[src/rtl/tri_serializer.sv]
// tri_serializer: buffers parallel triangle words in a small FIFO and shifts each one
// out MSB-first on a single serial line. After each frame it waits for the rasterizer's
// done pulse before starting the next one.
// Optional build macro TRI_CULL_EN: drops zero-area triangles at pop time and counts
// them in CULL_CNT. Without the macro, CULL_CNT is tied to 0.
module tri_serializer #(
    parameter int unsigned DEPTH = 2,
    parameter int unsigned TRI_W = 144,
    parameter int unsigned CNT_W = 16
) (
    input  logic             CLK,
    input  logic             RST,
    input  logic [TRI_W-1:0] TRI_IN,
    input  logic             TRI_VALID,
    output logic             TRI_READY,
    output logic             D,
    input  logic             RAST_DONE,
    output logic             BUSY,
    output logic [CNT_W-1:0] SENT_CNT,
    output logic [CNT_W-1:0] CULL_CNT
);

    localparam int unsigned AW = $clog2(DEPTH);
    localparam logic [AW:0] PTR_ONE = 1;
    localparam logic [7:0]  LAST_BIT = 8'(TRI_W - 1);

    typedef enum logic [1:0] {StIdle, StLoad, StShift, StWaitDone} state_t;

    state_t           state;
    logic [AW:0]      wr_ptr;
    logic [AW:0]      rd_ptr;
    logic [TRI_W-1:0] mem [DEPTH];
    logic [TRI_W-1:0] head;
    logic [TRI_W-1:0] shreg;
    logic [7:0]       bit_cnt;
    logic             d_q;
    logic             busy_q;
    logic [CNT_W-1:0] sent_cnt;
    logic             full;
    logic             empty;
    logic             push;
    logic             pop;
    logic             degenerate;

    // Pointer MSBs differ with equal low bits when full; equal pointers mean empty.
    assign full      = (wr_ptr[AW] != rd_ptr[AW]) && (wr_ptr[AW-1:0] == rd_ptr[AW-1:0]);
    assign empty     = (wr_ptr == rd_ptr);
    assign TRI_READY = !full && !RST;
    assign push      = TRI_VALID && TRI_READY;
    assign pop       = (state == StIdle) && !empty;
    assign head      = mem[rd_ptr[AW-1:0]];

    assign D        = d_q;
    assign BUSY     = busy_q;
    assign SENT_CNT = sent_cnt;

`ifdef TRI_CULL_EN
    logic [CNT_W-1:0]  cull_cnt;
    logic signed [16:0] dx2, dy3, dx3, dy2;
    logic signed [33:0] prod_a, prod_b;
    logic signed [34:0] area;

    // Twice the signed triangle area from the FIFO head; zero means collinear.
    always_comb begin
        dx2        = $signed({head[95], head[95:80]}) - $signed({head[143], head[143:128]});
        dy3        = $signed({head[31], head[31:16]}) - $signed({head[127], head[127:112]});
        dx3        = $signed({head[47], head[47:32]}) - $signed({head[143], head[143:128]});
        dy2        = $signed({head[79], head[79:64]}) - $signed({head[127], head[127:112]});
        prod_a     = dx2 * dy3;
        prod_b     = dx3 * dy2;
        area       = $signed({prod_a[33], prod_a}) - $signed({prod_b[33], prod_b});
        degenerate = (area == '0);
    end

    assign CULL_CNT = cull_cnt;
`else
    assign degenerate = 1'b0;
    assign CULL_CNT   = '0;
`endif

    // FIFO storage; contents need no reset since the pointers gate every read.
    always_ff @(posedge CLK) begin
        if (push) begin
            mem[wr_ptr[AW-1:0]] <= TRI_IN;
        end
    end

    // FIFO pointers; a push and a pop in the same cycle both take effect.
    always_ff @(posedge CLK or posedge RST) begin
        if (RST) begin
            wr_ptr <= '0;
            rd_ptr <= '0;
        end else begin
            if (push) wr_ptr <= wr_ptr + PTR_ONE;
            if (pop)  rd_ptr <= rd_ptr + PTR_ONE;
        end
    end

    // Frame FSM: pop, one settle cycle, 144 shifted bits, then hold until RAST_DONE.
    always_ff @(posedge CLK or posedge RST) begin
        if (RST) begin
            state    <= StIdle;
            shreg    <= '0;
            bit_cnt  <= '0;
            d_q      <= 1'b0;
            busy_q   <= 1'b0;
            sent_cnt <= '0;
`ifdef TRI_CULL_EN
            cull_cnt <= '0;
`endif
        end else begin
            unique case (state)
                StIdle: begin
                    d_q <= 1'b0;
                    if (pop) begin
                        if (degenerate) begin
`ifdef TRI_CULL_EN
                            cull_cnt <= cull_cnt + CNT_W'(1);
`endif
                        end else begin
                            shreg  <= head;
                            state  <= StLoad;
                            busy_q <= 1'b1;
                        end
                    end
                end
                StLoad: begin
                    d_q     <= shreg[TRI_W-1];
                    shreg   <= {shreg[TRI_W-2:0], 1'b0};
                    bit_cnt <= '0;
                    state   <= StShift;
                end
                StShift: begin
                    if (bit_cnt == LAST_BIT) begin
                        d_q      <= 1'b0;
                        sent_cnt <= sent_cnt + CNT_W'(1);
                        state    <= StWaitDone;
                    end else begin
                        d_q     <= shreg[TRI_W-1];
                        shreg   <= {shreg[TRI_W-2:0], 1'b0};
                        bit_cnt <= bit_cnt + 8'd1;
                    end
                end
                StWaitDone: begin
                    d_q <= 1'b0;
                    if (RAST_DONE) begin
                        state  <= StIdle;
                        busy_q <= 1'b0;
                    end
                end
                default: state <= StIdle;
            endcase
        end
    end

endmodule

[config.mk]
export PLATFORM = sky130hd
export DESIGN_NAME = tri_serializer
export DESIGN_NICKNAME = d
export VERILOG_FILES = /design/src/rtl/tri_serializer.sv
export SDC_FILE = /design/constraint.sdc
export NUM_CORES = 1
export LEC_CHECK = 0
export ABC_AREA = 1
export CAP_MARGIN = 20
export CORE_ASPECT_RATIO = 0.8
export CORE_UTILIZATION = 62
export CTS_CLUSTER_SIZE = 10
export DETAILED_ROUTE_END_ITERATION = 8
export HOLD_SLACK_MARGIN = 0.06
export PLACE_DENSITY = 0.85
export SETUP_SLACK_MARGIN = 0.05
export SLEW_MARGIN = 10
export SYNTH_ARGS = -nofsm -noshare
export SYNTH_HDL_FRONTEND = slang
export SYNTH_SLANG_ARGS = --single-unit
[constraint.sdc]
create_clock -name CLK -period 15.2 [get_ports CLK]
set_input_delay 2.28 -clock CLK [delete_from_list [all_inputs] [get_ports CLK]]
set_output_delay 2.28 -clock CLK [all_outputs]
set_load 0.01 [all_outputs]
==> flow_metrics.env, run 1 <==
export IMPL_rows=57
export IMPL_ys_ff_latch=464
export IMPL_p_per_area_mw_per_mm2=123
export IMPL_antenna_found_initial=2
export IMPL_port_buffers=166
export IMPL_rr_worst_depth=6
export IMPL_grt_first_pass_wirelength_mm=70.8
export IMPL_gp_congestion=0.885
export IMPL_avgSynthCellArea_um2=10.6
export IMPL_ys_types=27
export IMPL_hpwl_mm=23.3
export IMPL_tns_ns=0
export IMPL_drt_iter0_markers=1487
export IMPL_outcome="completed"
export IMPL_fmax_mhz=173
export IMPL_cts_resized_gates=0
export IMPL_fillerInstances=1949
export IMPL_slowest_stage="clkdlybuf4s50_1"
export IMPL_finalCriticalPeriod_ns=5.79
export IMPL_viasPerCell=5.93
export IMPL_grt_max_degree=172
export IMPL_finalMaxSlewViolations=0
export IMPL_crit_type="input port to output pin"
export IMPL_layout_setup_ws_ns=9.41
export IMPL_endpoint_kind="output pin"
export IMPL_initial_utilization_pct=63.2
export IMPL_critical_path_peak_fanout=2
export IMPL_ys_warn_count=0
export IMPL_finalHoldViolCount=0
export IMPL_path_clk_slew_ns=0.05
export IMPL_path_cells="clkdlybuf4s50_1 > a21oi_1 > clkdlybuf4s50_1"
export IMPL_post_cts_repair_setup_buffers=0
export IMPL_drive_above_1_share_pct=4.16
export IMPL_fin_skew_ns=0.0178
export IMPL_holdCritPathClass="flip-flop to flip-flop"
export IMPL_grt_pass1_vias=14100
export IMPL_num_vias=14200
export IMPL_yosysSeqAreaShare_pct=67.8
export IMPL_cp_common_cell="clkdlybuf4s50_1"
export IMPL_num_io_pins=183
export IMPL_root_buffer="clkbuf_16"
export IMPL_clk_latency_ns=0.56
export IMPL_post_drt_wl_per_cell_um=18.5
export IMPL_die_area_mm2=0.0318
export IMPL_cts_buffer_depth=3
export IMPL_ir_worst_vdd_v=0.0000787
export IMPL_fin_nets=2082
export IMPL_drc=0
export IMPL_drv_cap=0
export IMPL_final_antenna_net_count=0
export IMPL_overflow=0
export IMPL_arrival_ns=3.51
export IMPL_drtPass1Iterations=5
export IMPL_crit_start="RST"
export IMPL_setup_viol=0
export IMPL_synth_cell_area_mm2=0.0192
export IMPL_cp_data_required_time_ns=12.92
export IMPL_relSlewSlack_pct=22.3
export IMPL_multiInputGateArea_mm2=0.00549
export IMPL_syn_inst=1820
export IMPL_r2r_end="shreg[74]$_DFFE_PP0P_"
export IMPL_critical_path_depth=3
export IMPL_reg2reg_from="rd_ptr[0]$_DFFE_PP0P_"
export IMPL_die_x_um=199
export IMPL_area_growth_pct=17.0
export IMPL_grtUsageTotal_pct=28.3
export IMPL_finalCritPeriodShare_pct=38.1
export IMPL_fp_dieH_um=160
export IMPL_whs_ns=0.481
export IMPL_endpoint="TRI_READY"
export IMPL_critPathMaxStageDelay_ns=0.55
export IMPL_tightest_slew_ns=1.17
export IMPL_final_core_util_pct=74.0
export IMPL_holdBufCountCts=0
export IMPL_leakage_nw=9.09
export IMPL_coreArea_mm2=0.0305
export IMPL_routed_wl_mm=44.3
export IMPL_rsz0062_at_grt="false"
export IMPL_seq_area_mm2=0.0131
export IMPL_cpLargestDelayFamily="buffers and inverters"
export IMPL_cts_tree="done"
export IMPL_cts_sinks=464
export IMPL_reg2reg_slack_ns=11.05
export IMPL_place_ws_ns=8.83
export IMPL_htreeDepth=2
export IMPL_worstPathBufferInverterCount=2
export IMPL_cts_made_buffers=52
export IMPL_worst_setup_path_start_kind="input port"
==> metal layers <==
layer,GRT usage (%),share of wire [%],wire (µm)
met5,0,0,0
met2,47.2,50,22100
met4,9.09,2.3,1030
met1,38.4,40,17500
met3,4.41,8.1,3600
==> tightest hold or removal path, cell delays in order (launching register included) <==
cell     delay, ns
dfrtp_1       0.34
nand2_1       0.05
nand2_1       0.06
==> stage by stage <==
| step | std cells | cell area [µm²] | total power [mW] |
|---|---|---|---|
| floorplan | 1835 | 19300 | 1.60 |
| global placement | 2285 | 21000 | 1.65 |
| detailed placement | 2285 | 21000 | 1.66 |
| CTS | 2383 | 22500 | 2.78 |
| global route | 2386 | 22500 | 2.86 |
| finish | 2386 | 22500 | 2.78 |
==> flip-flops by register name, indices dropped and copies added (netlist names) <==
register  count
D             1
bit_cnt       8
BUSY          1
rd_ptr        2
wr_ptr        2
mem         288
shreg       144
state         2
SENT_CNT     16
==> report_power, final <==
group	leakage [nW]	total [mW]	switching (mW)	internal, mW
Sequential	4.83	1.48	0.0256	1.46
Clock	0.726	1.14	0.473	0.663
Combinational	3.54	0.157	0.105	0.0529
Total	9.09	2.78	0.603	2.17
==> cell usage after synthesis <==
| master | n | area, µm² |
|---|---|---|
| nand2_1 | 653 | 2450 |
| edfxtp_1 | 288 | 8650 |
| dfrtp_1 | 176 | 4400 |
| nor2_1 | 174 | 653 |
| nand4_1 | 150 | 938 |
| a31oi_1 | 143 | 895 |
| clkbuf_1 | 61 | 229 |
| buf_2 | 40 | 200 |
| inv_1 | 31 | 116 |
| buf_4 | 23 | 173 |
| buf_1 | 17 | 63.8 |
| o21ai_0 | 13 | 65.1 |
| xor2_1 | 13 | 114 |
| nand3_1 | 12 | 60.1 |
| ha_1 | 7 | 87.6 |
| nand3b_1 | 4 | 30.0 |
| nand3_2 | 3 | 30.0 |
| inv_2 | 2 | 7.51 |
| xnor2_1 | 2 | 17.5 |
| a21boi_0 | 1 | 7.51 |
| a21oi_1 | 1 | 5.00 |
| buf_6 | 1 | 11.3 |
| conb_1 | 1 | 3.75 |
| nor3_1 | 1 | 5.00 |
| o21bai_1 | 1 | 7.51 |
| or2_2 | 1 | 6.26 |
| xnor2_2 | 1 | 16.3 |
==> how the worst min path moves through the flow <==
stage | slack (ns) | cells past startpoint | start | endpoint
floorplan | 0.44 | 2 | shreg[0]$_DFFE_PP0P_ | shreg[0]$_DFFE_PP0P_
global placement | 0.46 | 2 | shreg[0]$_DFFE_PP0P_ | shreg[0]$_DFFE_PP0P_
detailed placement | 0.47 | 2 | shreg[22]$_DFFE_PP0P_ | shreg[22]$_DFFE_PP0P_
CTS | 0.48 | 2 | shreg[0]$_DFFE_PP0P_ | shreg[0]$_DFFE_PP0P_
global route | 0.50 | 2 | shreg[43]$_DFFE_PP0P_ | shreg[43]$_DFFE_PP0P_
finish | 0.48 | 2 | shreg[88]$_DFFE_PP0P_ | shreg[88]$_DFFE_PP0P_
==> final cells by class <==
| class | count | area share, % |
|---|---|---|
| Clock inverter | 2 | 0.111 |
| Timing Repair Buffer | 180 | 7.90 |
| Sequential cell | 464 | 58.0 |
| Multi-Input combinational cell | 1196 | 24.4 |
| Inverter | 33 | 0.639 |
| Antenna cell | 2 | 0.0222 |
| Clock buffer | 96 | 6.70 |
| Tap cell | 413 | 2.29 |
==> cell families (layout without fill, tap and decap cells) <==
family	after synthesis	count (layout)	synth area share [%]
fa+ha+maj	7	7	0.455
other cells	1	18	0.0195
simple gates	998	998	21.7
xor+xnor	16	16	0.767
compound gates	159	159	5.09
buf+inv	175	311	4.16
flops	464	464	67.8
==> layout by cell type, fill, tap and decap left out, types with 3 or more instances in the layout <==
cell and count:
nand2_1 653, edfxtp_1 288, dfrtp_1 175, nor2_1 172, clkdlybuf4s50_1 166, nand4_1 150, a31oi_1 143, clkbuf_16 54
clkbuf_1 42, inv_1 29, conb_1 16, o21ai_0 13, xor2_1 13, buf_4 13, nand3_1 12, ha_1 7
nand3b_1 4, nand3_4 3
Power figures use the tool's default switching activity.
==> run 2, diff against run 1 <==
--- a/config.mk
+++ b/config.mk
@@ -8,11 +8,11 @@
 export ABC_AREA = 1
 export CAP_MARGIN = 20
 export CORE_ASPECT_RATIO = 0.8
-export CORE_UTILIZATION = 62
+export CORE_UTILIZATION = 52
 export CTS_CLUSTER_SIZE = 10
 export DETAILED_ROUTE_END_ITERATION = 8
 export HOLD_SLACK_MARGIN = 0.06
-export PLACE_DENSITY = 0.85
+export PLACE_DENSITY = 0.76
 export SETUP_SLACK_MARGIN = 0.05
 export SLEW_MARGIN = 10
 export SYNTH_ARGS = -nofsm -noshare
==> constraint.sdc (replaced) <==
create_clock -name CLK -period 4.8 [get_ports CLK]
set_input_delay 0.72 -clock CLK [delete_from_list [all_inputs] [get_ports CLK]]
set_output_delay 0.72 -clock CLK [all_outputs]
set_load 0.01 [all_outputs]
==> flow_metrics.env, run 2 (synthesis results as in run 1) <==
export IMPL_fin_skew_ns=0.0235
export IMPL_drive_above_1_share_pct=4.55
export IMPL_holdBufCountCts=0
export IMPL_antenna_found_initial=3
export IMPL_whs_ns=0.475
export IMPL_worst_setup_path_start_kind="flip-flop"
export IMPL_leakage_nw=9.15
export IMPL_post_cts_repair_setup_buffers=0
export IMPL_endpoint_kind="flip-flop"
export IMPL_finalCriticalPeriod_ns=3.31
export IMPL_ir_worst_vdd_v=0.000315
export IMPL_num_vias=13800
export IMPL_p_per_area_mw_per_mm2=388
export IMPL_setup_viol=0
export IMPL_drt_iter0_markers=1438
export IMPL_fillerInstances=2828
export IMPL_viasPerCell=5.62
export IMPL_path_clk_slew_ns=0.06
export IMPL_seq_area_mm2=0.0131
export IMPL_finalPower_mw=8.82
export IMPL_finalMaxSlewViolations=0
export IMPL_critPathMaxStageDelay_ns=0.98
export IMPL_post_drt_wl_per_cell_um=17.6
export IMPL_worstPathBufferInverterCount=3
export IMPL_finalInstanceArea_mm2=0.0227
export IMPL_drtPass1Iterations=6
export IMPL_grt_pass1_vias=13200
export IMPL_relSlewSlack_pct=24.3
export IMPL_cts_tree="done"
export IMPL_rsz0062_at_grt="false"
export IMPL_path_cells="ha_1 > nand3_1 > inv_1 > nand3_4 > buf_4 > nand2_1 > inv_1 > nand2_1 > o21ai_0"
export IMPL_grtUsageTotal_pct=23.2
export IMPL_multiInputGateArea_mm2=0.00549
export IMPL_routed_wl_mm=43.2
export IMPL_largest_reg_flops=288
export IMPL_die_x_um=217
export IMPL_critical_path_depth=9
export IMPL_reg2reg_slack_ns=1.49
export IMPL_crit_start="bit_cnt[0]$_DFFE_PP0P_"
export IMPL_die_area_mm2=0.0378
export IMPL_port_buffers=166
export IMPL_rows=62
export IMPL_grt_max_degree=187
export IMPL_mostFrequentLayoutCell="nand2_1"
export IMPL_hpwl_mm=23.5
export IMPL_placed_cell_area_mm2=0.0212
export IMPL_critical_path_peak_fanout=97
export IMPL_fmax_mhz=302
export IMPL_drv_cap=0
export IMPL_r2r_end="bit_cnt[4]$_DFFE_PP0P_"
export IMPL_crit_type="flip-flop to flip-flop"
export IMPL_reg2reg_from="bit_cnt[0]$_DFFE_PP0P_"
export IMPL_overflow=0
export IMPL_grt_first_pass_wirelength_mm=69.8
export IMPL_fin_nets=2089
export IMPL_tightest_slew_ns=1.14
export IMPL_area_growth_pct=18.1
export IMPL_holdCritPathClass="flip-flop to flip-flop"
export IMPL_arrival_ns=3.78
export IMPL_final_antenna_net_count=0
export IMPL_cpLargestDelayFamily="buffers and inverters"
export IMPL_initial_utilization_pct=53.2
export IMPL_outcome="completed"
export IMPL_finalCritPeriodShare_pct=68.9
export IMPL_tns_ns=0
export IMPL_endpoint="bit_cnt[4]$_DFFE_PP0P_"
export IMPL_num_io_pins=183
export IMPL_gp_congestion=0.836
export IMPL_cp_data_required_time_ns=5.27
export IMPL_cts_buffer_depth=3
export IMPL_cts_resized_gates=0
export IMPL_slowest_stage="buf_4"
export IMPL_htreeDepth=2
export IMPL_fp_dieH_um=174
export IMPL_finalHoldViolCount=0
export IMPL_rr_worst_depth=9
export IMPL_cts_sinks=464
export IMPL_root_buffer="clkbuf_16"
export IMPL_coreArea_mm2=0.0361
export IMPL_drc=0
export IMPL_final_cell_mix="653 x nand2_1, 288 x edfxtp_1, 175 x dfrtp_1, 172 x nor2_1, 166 x clkdlybuf4s50_1"
export IMPL_cts_made_buffers=53
export IMPL_clk_latency_ns=0.58
## run 2: final cells by class
type / instances / share of cell area [%]
sequential: 464 / 57.5
inverter: 33 / 0.617
clock buffer: 95 / 6.72
antenna: 2 / 0.0220
tap: 480 / 2.64
timing repair buffer: 186 / 8.28
clock inverter: 3 / 0.116
multi-input combinational: 1196 / 24.1
## run 2: worst reg2reg max path, delay by kind of cell, from the launching register on
family / cells / cell delay (ns)
flops: 1 / 0.40
buf+inv: 3 / 1.30
simple gates: 4 / 1.22
compound gates: 1 / 0.07
fa+ha+maj: 1 / 0.24
## run 2: worst min-delay path by stage
stage,to,from,slack [ns],cells past startpoint
floorplan,shreg[0]$_DFFE_PP0P_,shreg[0]$_DFFE_PP0P_,0.44,2
global placement,shreg[0]$_DFFE_PP0P_,shreg[0]$_DFFE_PP0P_,0.46,2
detailed placement,shreg[0]$_DFFE_PP0P_,shreg[0]$_DFFE_PP0P_,0.46,2
CTS,shreg[0]$_DFFE_PP0P_,shreg[0]$_DFFE_PP0P_,0.48,2
global route,shreg[101]$_DFFE_PP0P_,shreg[101]$_DFFE_PP0P_,0.50,2
finish,shreg[0]$_DFFE_PP0P_,shreg[0]$_DFFE_PP0P_,0.48,2
## run 2: stage by stage
stage / instances / util, % / worst slack (ns)
CTS: 2457 / 62.8 / 1.48
floorplan: 1835 / - / -1.12
global placement: 2358 / 58.5 / 1.55
detailed placement: 2359 / 58.5 / 1.50
finish: 2459 / 62.9 / 1.49
global route: 2458 / 62.9 / 1.21
## run 2: report_power, final
group	internal, mW	switching, mW	total (mW)
clock	2.13	1.50	3.63
sequential	4.61	0.0763	4.68
combinational	0.182	0.329	0.510
total	6.92	1.91	8.82
## run 2: routing by layer
| layer | vias to the layer above | part of all wire (%) | wire [µm] | GRT usage (%) |
|---|---|---|---|---|
| met1 | 6720 | 44 | 19200 | 33.0 |
| met2 | 529 | 47 | 20200 | 36.4 |
| li1 | 6492 | - | - | - |
| met3 | 74 | 6.5 | 2800 | 4.11 |
| met5 | - | 0 | 0 | 0 |
| met4 | 0 | 2.1 | 918 | 7.48 |
